`config.mk`:
```
export PLATFORM = sky130hd
export DESIGN_NAME = spike_aer_encoder
export DESIGN_NICKNAME = d
export VERILOG_FILES = /design/src/rtl/spike_aer_encoder.sv
export SDC_FILE = /design/constraint.sdc
export NUM_CORES = 1
export LEC_CHECK = 0
export CORE_MARGIN = 2
export CORE_UTILIZATION = 50
export CTS_CLUSTER_DIAMETER = 50
export DETAILED_ROUTE_END_ITERATION = 10
export HOLD_SLACK_MARGIN = 0.08
export PLACE_DENSITY = 0.68
export SLEW_MARGIN = 30
export SYNTH_ARGS = -nofsm -noshare
export SYNTH_HDL_FRONTEND = slang
export SYNTH_SLANG_ARGS = --single-unit
export TNS_END_PERCENT = 50
```
`constraint.sdc`:
```
create_clock -name clk_i -period 7.46 [get_ports clk_i]
set_input_delay 1.492 -clock clk_i [delete_from_list [all_inputs] [get_ports clk_i]]
set_output_delay 1.492 -clock clk_i [all_outputs]
set_load 0.02 [all_outputs]
```
`src/rtl/spike_aer_encoder.sv`:
```
// spike_aer_encoder
//   Collects 1-bit spikes from N_NEURONS neurons into per-neuron pending latches,
//   picks one pending neuron per cycle with a round-robin arbiter, queues its
//   address in a small FIFO and presents the FIFO head as a valid/ready AER stream.
//   Optional feature macro: SPIKE_TIMESTAMP_EN adds tick_i / aer_ts_o and stores a
//   timestep counter value alongside each queued address.
module spike_aer_encoder #(
    parameter int N_NEURONS  = 16,
    parameter int FIFO_DEPTH = 8,
    parameter int TS_WIDTH   = 16
) (
    input  logic                         clk_i,
    input  logic                         rst_i,
    input  logic [N_NEURONS-1:0]         spike_i,
    output logic                         aer_valid_o,
    input  logic                         aer_ready_i,
    output logic [$clog2(N_NEURONS)-1:0] aer_addr_o,
    output logic                         overflow_o
`ifdef SPIKE_TIMESTAMP_EN
    ,
    input  logic                         tick_i,
    output logic [TS_WIDTH-1:0]          aer_ts_o
`endif
);

    localparam int AW = $clog2(N_NEURONS);
    localparam int PW = $clog2(FIFO_DEPTH);
`ifdef SPIKE_TIMESTAMP_EN
    localparam int TSW = TS_WIDTH;
`else
    localparam int TSW = 0;
`endif
    localparam int EW = AW + TSW;
    localparam logic [PW:0] DEPTH_C = FIFO_DEPTH[PW:0];

    // (a + b) mod N_NEURONS for a < N_NEURONS and 0 <= b < N_NEURONS.
    function automatic logic [AW-1:0] add_mod(input logic [AW-1:0] a, input int b);
        int s;
        s = int'(a) + b;
        if (s >= N_NEURONS) s = s - N_NEURONS;
        return AW'(s);
    endfunction

    logic [N_NEURONS-1:0] pending;
    logic [AW-1:0]        rr_ptr;
    logic [EW-1:0]        mem [FIFO_DEPTH];
    logic [PW-1:0]        wr_ptr;
    logic [PW-1:0]        rd_ptr;
    logic [PW:0]          count;

    logic                 grant_valid;
    logic [AW-1:0]        grant_idx;
    logic [N_NEURONS-1:0] grant_onehot;
    logic                 push;
    logic                 pop;
    logic [EW-1:0]        push_data;
    logic [EW-1:0]        head;

    // Round-robin search over the pending register, starting at rr_ptr.
    // A pop in this cycle does not free a slot for this cycle's grant.
    always_comb begin
        // NOTE: every output of this block gets a default first, so no path leaves
        // a value unassigned and no latch is inferred.
        grant_valid = 1'b0;
        grant_idx   = '0;
        if (count < DEPTH_C) begin
            for (int i = 0; i < N_NEURONS; i++) begin
                if (!grant_valid && pending[add_mod(rr_ptr, i)]) begin
                    grant_valid = 1'b1;
                    grant_idx   = add_mod(rr_ptr, i);
                end
            end
        end
    end

    assign grant_onehot = grant_valid ? ({{(N_NEURONS-1){1'b0}}, 1'b1} << grant_idx) : '0;
    assign push         = grant_valid;
    assign aer_valid_o  = (count != '0);
    assign pop          = aer_valid_o & aer_ready_i;
    assign head         = mem[rd_ptr];
    assign aer_addr_o   = head[AW-1:0];

`ifdef SPIKE_TIMESTAMP_EN
    logic [TS_WIDTH-1:0] ts_cnt;

    // Timestep counter; wraps naturally at 2^TS_WIDTH.
    always_ff @(posedge clk_i or posedge rst_i) begin
        if (rst_i)       ts_cnt <= '0;
        else if (tick_i) ts_cnt <= ts_cnt + TS_WIDTH'(1);
    end

    assign push_data = {ts_cnt, grant_idx};
    assign aer_ts_o  = head[EW-1:AW];
`else
    assign push_data = grant_idx;
`endif

    // Pending latches, sticky overflow and round-robin pointer.
    // A granted neuron that spikes again in its grant cycle simply re-arms.
    always_ff @(posedge clk_i or posedge rst_i) begin
        if (rst_i) begin
            pending    <= '0;
            overflow_o <= 1'b0;
            rr_ptr     <= '0;
        end else begin
            // NOTE: state is updated with non-blocking assignments so every register
            // here samples the pre-edge values, independent of statement order.
            pending    <= (pending & ~grant_onehot) | spike_i;
            overflow_o <= overflow_o | (|(spike_i & pending & ~grant_onehot));
            if (grant_valid) rr_ptr <= add_mod(grant_idx, 1);
        end
    end

    // Event FIFO: storage, pointers and occupancy.
    always_ff @(posedge clk_i or posedge rst_i) begin
        if (rst_i) begin
            // NOTE: the storage is cleared too so the head (and aer_addr_o) reads as
            // zero out of reset instead of X; the array is only a few words.
            for (int i = 0; i < FIFO_DEPTH; i++) mem[i] <= '0;
            wr_ptr <= '0;
            rd_ptr <= '0;
            count  <= '0;
        end else begin
            if (push) begin
                mem[wr_ptr] <= push_data;
                wr_ptr      <= wr_ptr + PW'(1);
            end
            if (pop) rd_ptr <= rd_ptr + PW'(1);
            if (push && !pop)      count <= count + (PW+1)'(1);
            else if (pop && !push) count <= count - (PW+1)'(1);
        end
    end

endmodule

```
# Word level (Yosys, flattened, before mapping)
# Cells that the tools add are included.
dict set report totals {
  word_cells 259
  inputBits 19
  out_inout_bits 6
  reg_bits 63
}
dict set report op_classes {
  addsub 37
  n_mux 123
  reduce_logical 38
  bitwise 9
  shifts 1
  order_cmp 37
}
# op count
set op_table {}
lappend op_table {{2-to-1 mux 4 bit} 55}
lappend op_table {{>= comparator 5 bit, second input constant} 16}
lappend op_table {{less-than comparator 4 x 5 -> 1 bit, second input constant} 16}
lappend op_table {{subtractor 4 x 1 -> 4 bit, second input constant} 18}
lappend op_table {{binary-select mux 1 bit (select 4 bit)} 16}
lappend op_table {{bitwise AND 16 bit} 3}
lappend op_table {{2-to-1 mux 1 bit} 48}
lappend op_table {{adder 4 x 4 -> 5 bit, second input constant} 8}
lappend op_table {{bitwise mux 32 bit} 1}
lappend op_table {{adder 4 x 3 -> 5 bit, second input constant} 4}
lappend op_table {{logical AND 1 bit} 18}
lappend op_table {{zero test 1 bit} 17}
lappend op_table {{2-to-1 mux 16 bit} 1}
lappend op_table {{NOT 16 bit} 1}
lappend op_table {{bitwise OR 16 bit} 1}
lappend op_table {{OR reduction 16 bit} 1}
lappend op_table {{<< shifter 1 x 4 -> 16 bit, first input constant} 1}
lappend op_table {{binary-select mux 4 bit (select 3 bit)} 1}
lappend op_table {{demux 4 bit (select 3 bit)} 1}
lappend op_table {{adder 4 x 1 -> 5 bit, second input constant} 2}
lappend op_table {{adder 4 x 2 -> 5 bit, second input constant} 2}
lappend op_table {{>= comparator 4 bit, second input constant} 2}
lappend op_table {{NOT 3 -> 4 bit} 2}
lappend op_table {{adder 3 x 1 -> 3 bit, second input constant} 2}
lappend op_table {{8 further kinds} 8}

# Logic depth before layout (Yosys ltp)
dict set report logic_depth {
  word_depth 73
  ltp_mapped 25
  ltp_nobuf 20
}

# Least setup slack after synthesis
# Ideal clock, no wire load.
dict set report synth_path {
  path_kind {register to register}
  start {register rr_ptr[1]}
  end {register overflow_o}
  period_less_slack_ps 5157
  required_ps 7321
  arrival_ps 5018
  n_path_buf 4
  stages_incl_launch_ff 24
  setup_slack_ps 2303
  setup_ps 139
  path_cell_list {dfrtp_1 -> buf_6 -> buf_6 -> buf_2 -> inv_1 -> ha_1 -> buf_6 -> mux4_2 -> mux2i_2 -> mux2i_2 -> nor4_4 -> nand4b_4 -> nor2_1 -> nand2_1 -> a221o_1 -> a21oi_1 -> ha_1 -> o22ai_1 -> nor3_1 -> nand2_1 -> nor2_1 -> o21ai_0 -> a32oi_1 -> nand4_1}
}
dict set report synth_between {
  elab_chain_len 73
  word_cells_on_any_way 196
  cone_classes {add/sub (31); order compare (16); shift (1); mux (114); bitwise (3); reduce/logical (31)}
}
# item line
set synth_lines {}
lappend synth_lines {{start: declaration} 45} ;# logic [AW-1:0] rr_ptr;
lappend synth_lines {{start signal: assignment} 110} ;# if (grant_valid) rr_ptr <= add_mod(grant_idx, 1);
lappend synth_lines {{branches (longest 65 deep; another with adder 4 x 1 -> 5 bit)} -}
lappend synth_lines {{2-to-1 mux 4 bit (*)} 68} ;# if (!grant_valid && pending[add_mod(rr_ptr, i)]) begin
lappend synth_lines {{2-to-1 mux 4 bit (*)} 66} ;# if (count < DEPTH_C) begin
lappend synth_lines {{net grant_idx[1]} 52} ;# logic [AW-1:0] grant_idx;
lappend synth_lines {{<< shifter 1 x 4 -> 16 bit (*)} 76} ;# assign grant_onehot = grant_valid ? ({{(N_NEURONS-1){1'b0}}, 1'b1} << grant_idx) : '0;
lappend synth_lines {{2-to-1 mux 16 bit (*)} 76}
lappend synth_lines {{NOT 16 bit (*)} 109} ;# overflow_o <= overflow_o | (|(spike_i & pending & ~grant_onehot));
lappend synth_lines {{bitwise AND 16 bit (*)} 109}
lappend synth_lines {{OR reduction 16 bit (*)} 109}
lappend synth_lines {{bitwise OR 1 bit (*)} 109}
lappend synth_lines {{end signal: assignment} 109}
lappend synth_lines {{end: declaration} 18} ;# output logic overflow_o
# Mark *: on every way through the listed nets, which the timed path passes. The select of a mux whose other input is x is not followed.
# A chain may end at the register's enable or synchronous reset.

# Worst setup path after layout
# Ends and elaborated chain as after synthesis.

==> summary.txt <==
Min path
  • Hold Path Origin: mem[28]
  • Hold Crit Endpoint: mem[28]
  • Hold Crit Class: register to register
  • WHS Path Cells: 2

Synth
  • Synthesized Nets: 647
  • #FFs+latches synth: 63
  • Post-synth EDFFs: 0
  • Synth Instances: 609
  • Synth cell types: 71
  • Commonest cells post-synth: nand2_1, dfrtp_1, o21ai_0
  • Ranking of synthesized cells by area: dfrtp_1, mux4_2, mux2_2
  • Synthesized area: 0.00592 mm2
  • Yosys warns: 0
  • Area leader, netlist: dfrtp_1
  • Count leader, synth: nand2_1
  • Mapped Avg Cell Area: 9.72 um2
  • Post-synthesis async set-or-reset flop share: 1.00
  • Top_reg_cell synth: dfrtp_1
  • Post-synth top area share: 0.266
  • Sequential area share after synthesis: 0.266

Power
  • PwrDens: 457 mW/mm2
  • Worst VDD drop: 297 uV
  • Leak pwr: 2.55 nW

Setup path
  • Crit-path max FO: 22
  • Critical Path RT: 7.66 ns
  • Worst R2R Setup Slack: 1.55 ns
  • Worst r2r path cells: 19
  • Crit path capture type: register
  • R2R Path End: overflow_o
  • Crit start category: register
  • Crit path kind: register to register
  • FF-to-FF Start: rr_ptr[1]
  • Crit path arrival time: 6.11 ns
  • Beginning of the critical path: rr_ptr[1]

Global route
  • Total gr overflow: 0
  • Vias in the first global route: 5,119
  • Pin count of the biggest net entering global routing: 64
  • GRT Util Overall: 0.283
  • Initial antenna violation count: 0
  • First-pass GRT wire length: 28,200 um

Final layout
  • Share of layout cells above drive strength 1: 0.193
  • Fillcell total: 968
  • Final instance area: 0.00656 mm2
  • Layout area overhead: 10.8%
  • Antenna diode count: 0
  • Final net count: 648

Job
  • Max-cap viol count: 0

Drt
  • Pre-antenna DRT Iters: 5
  • Drt drc: 0
  • Routed wire per std cell: 23.0 um
  • Drt via density: 6.79
  • Vias: 5,149
  • Post-DRT Antenna Nets: 0
  • WL final: 17,400 um
  • Initial DRC count: 438

Clock tree
  • CTS buffer count: 9
  • Post-CTS Hold Buffers: 0
  • CTS Sinks: 63
  • Max clock buf depth: 2
  • Clock latency on the worst-skew pair: 0.34 ns
  • CTS tree: done
  • H-tree depth: 3
  • PostCTS Resize Cnt: 0
  • CTS root buffer: clkbuf_16
  • CTS clk-pin slew, worst paths: 0.05 ns
  • # Post-CTS Setup Buffers: 0

Timing
  • Setup Skew: 0.00501 ns
  • Crit share post-route: 0.793
  • Fin crit period: 5.91 ns
  • Worst hold slack: 0.475 ns
  • Setup TNS: 0 ns
  • Final Slew Violations: 0
  • Final Hold Viols: 0
  • Worst-Margin Slew: 1.02 ns
  • Maximum achievable frequency: 169 MHz
  • RSZ-0062 raised after global routing: no
  • Final Setup Violations: 0
  • Slew HR: 0.318

Placed design
  • DP Wirelength: 12,800 um
  • RD Place Congestion: 1.01
  • Port buffer count: 24
  • Post-DP Area: 0.00619 mm2

Outcome
  • Status: completed

Die
  • I/O Pins: 25
  • Starting density of the core: 0.516
  • Std cell rows: 39
  • Die area: 0.0127 mm2
  • Core Region: 0.0115 mm2
  • Die H: 113 um
  • Die width: 113 um
[critical path: stages, from the launching register on]
cell	delay (ns)
dfrtp_1	0.33
inv_1	0.16
ha_1	0.90
mux4_2	0.67
mux2i_2	0.40
mux2i_1	0.32
nor3b_4	0.36
nand4b_4	0.22
nor2_1	0.24
nand2_1	0.08
a221o_1	0.29
a21oi_1	0.45
ha_1	0.42
o22ai_1	0.15
nor3_1	0.25
nand2_1	0.09
nor2_1	0.09
o21ai_0	0.08
a32oi_1	0.15
nand4_1	0.10
[power by group]
group | leakage [nW] | switching [mW] | internal (mW)
Sequential | 0.745 | 0.170 | 0.464
Clock | 0.180 | 0.149 | 0.370
Combinational | 1.62 | 1.06 | 0.781
[layer usage]
layer  track usage  vias up  wire [um]
met5             0        -          0
met4         0.153        0        995
met3        0.0471       68       1370
met2         0.443      270       8090
met1         0.377     2515       6990
li1              -     2296          -
[cell families (layout without fill, tap and decap cells)]
kind of cell	count (synthesis)	in the layout	synth area share
flip-flops	63	63	0.266
AO/OA/AOI/OAI	153	153	0.168
AND/OR/NAND/NOR	177	177	0.149
multiplexers	117	117	0.296
XOR/XNOR	21	21	0.0323
adder cells (fa/ha/maj)	19	19	0.0414
buffers and inverters	59	65	0.0465
[registers in the layout, summed over array words and instances (netlist names)]
register / count
mem: 32
pending: 16
count: 4
rr_ptr: 4
rd_ptr: 3
wr_ptr: 3
overflow_o: 1
[cell usage in the layout (no fill, tap or decap), types with 4 or more instances in the layout]
| master | Yosys | routed |
|---|---|---|
| mux2i_2 | 5 | 5 |
| xor2_1 | 5 | 5 |
| buf_4 | 0 | 8 |
| mux2_1 | 4 | 4 |
| nor2b_1 | 8 | 8 |
| nor2_1 | 38 | 38 |
| clkbuf_16 | 0 | 9 |
| nand3_1 | 16 | 16 |
| dfrtp_1 | 63 | 63 |
| nand2_1 | 74 | 74 |
| bufinv_16 | 0 | 4 |
| mux2_2 | 38 | 38 |
| mux4_2 | 41 | 41 |
| xnor2_1 | 15 | 15 |
| nor3b_1 | 4 | 4 |
| a22oi_1 | 7 | 7 |
| clkdlybuf4s50_1 | 0 | 24 |
| nand3b_1 | 5 | 5 |
| o21ai_0 | 47 | 47 |
| o22ai_1 | 6 | 6 |
| o211ai_1 | 4 | 4 |
| nand2b_1 | 4 | 4 |
| inv_1 | 15 | 14 |
| ha_1 | 18 | 18 |
| nor3_1 | 6 | 6 |
| and3_1 | 4 | 4 |
| mux2i_1 | 29 | 29 |
| a21o_1 | 18 | 18 |
| a21oi_1 | 29 | 29 |
| a31oi_1 | 6 | 6 |
[metrics by stage]
stage	total power, mW	util	worst slack, ns	std cells
after floorplan	2.00	-	2.30	609
after global placement	2.41	0.540	1.90	742
after detailed placement	2.44	0.540	1.63	742
after CTS	2.98	0.572	1.59	758
after global routing	3.19	0.572	0.984	758
final	3.00	0.572	1.55	758
[final cells by class]
type / count / area, um2 / share of cell area
repair buffers: 32 / 300 / 0.0458
flip-flops and latches: 63 / 1580 / 0.240
multi-input cells: 487 / 4070 / 0.620
clock buffers: 11 / 243 / 0.0370
well taps: 143 / 179 / 0.0273
clock inverters: 5 / 129 / 0.0196
inverters: 17 / 63.8 / 0.00973
[how the worst max path moves through the flow]
| stage | depth (start not counted) | to |
|---|---|---|
| after global routing | 19 | overflow_o |
| after detailed placement | 19 | overflow_o |
| after CTS | 19 | overflow_o |
| after floorplan | 23 | overflow_o |
| final | 19 | overflow_o |
| after global placement | 19 | overflow_o |
Power figures use the tool's default switching activity.
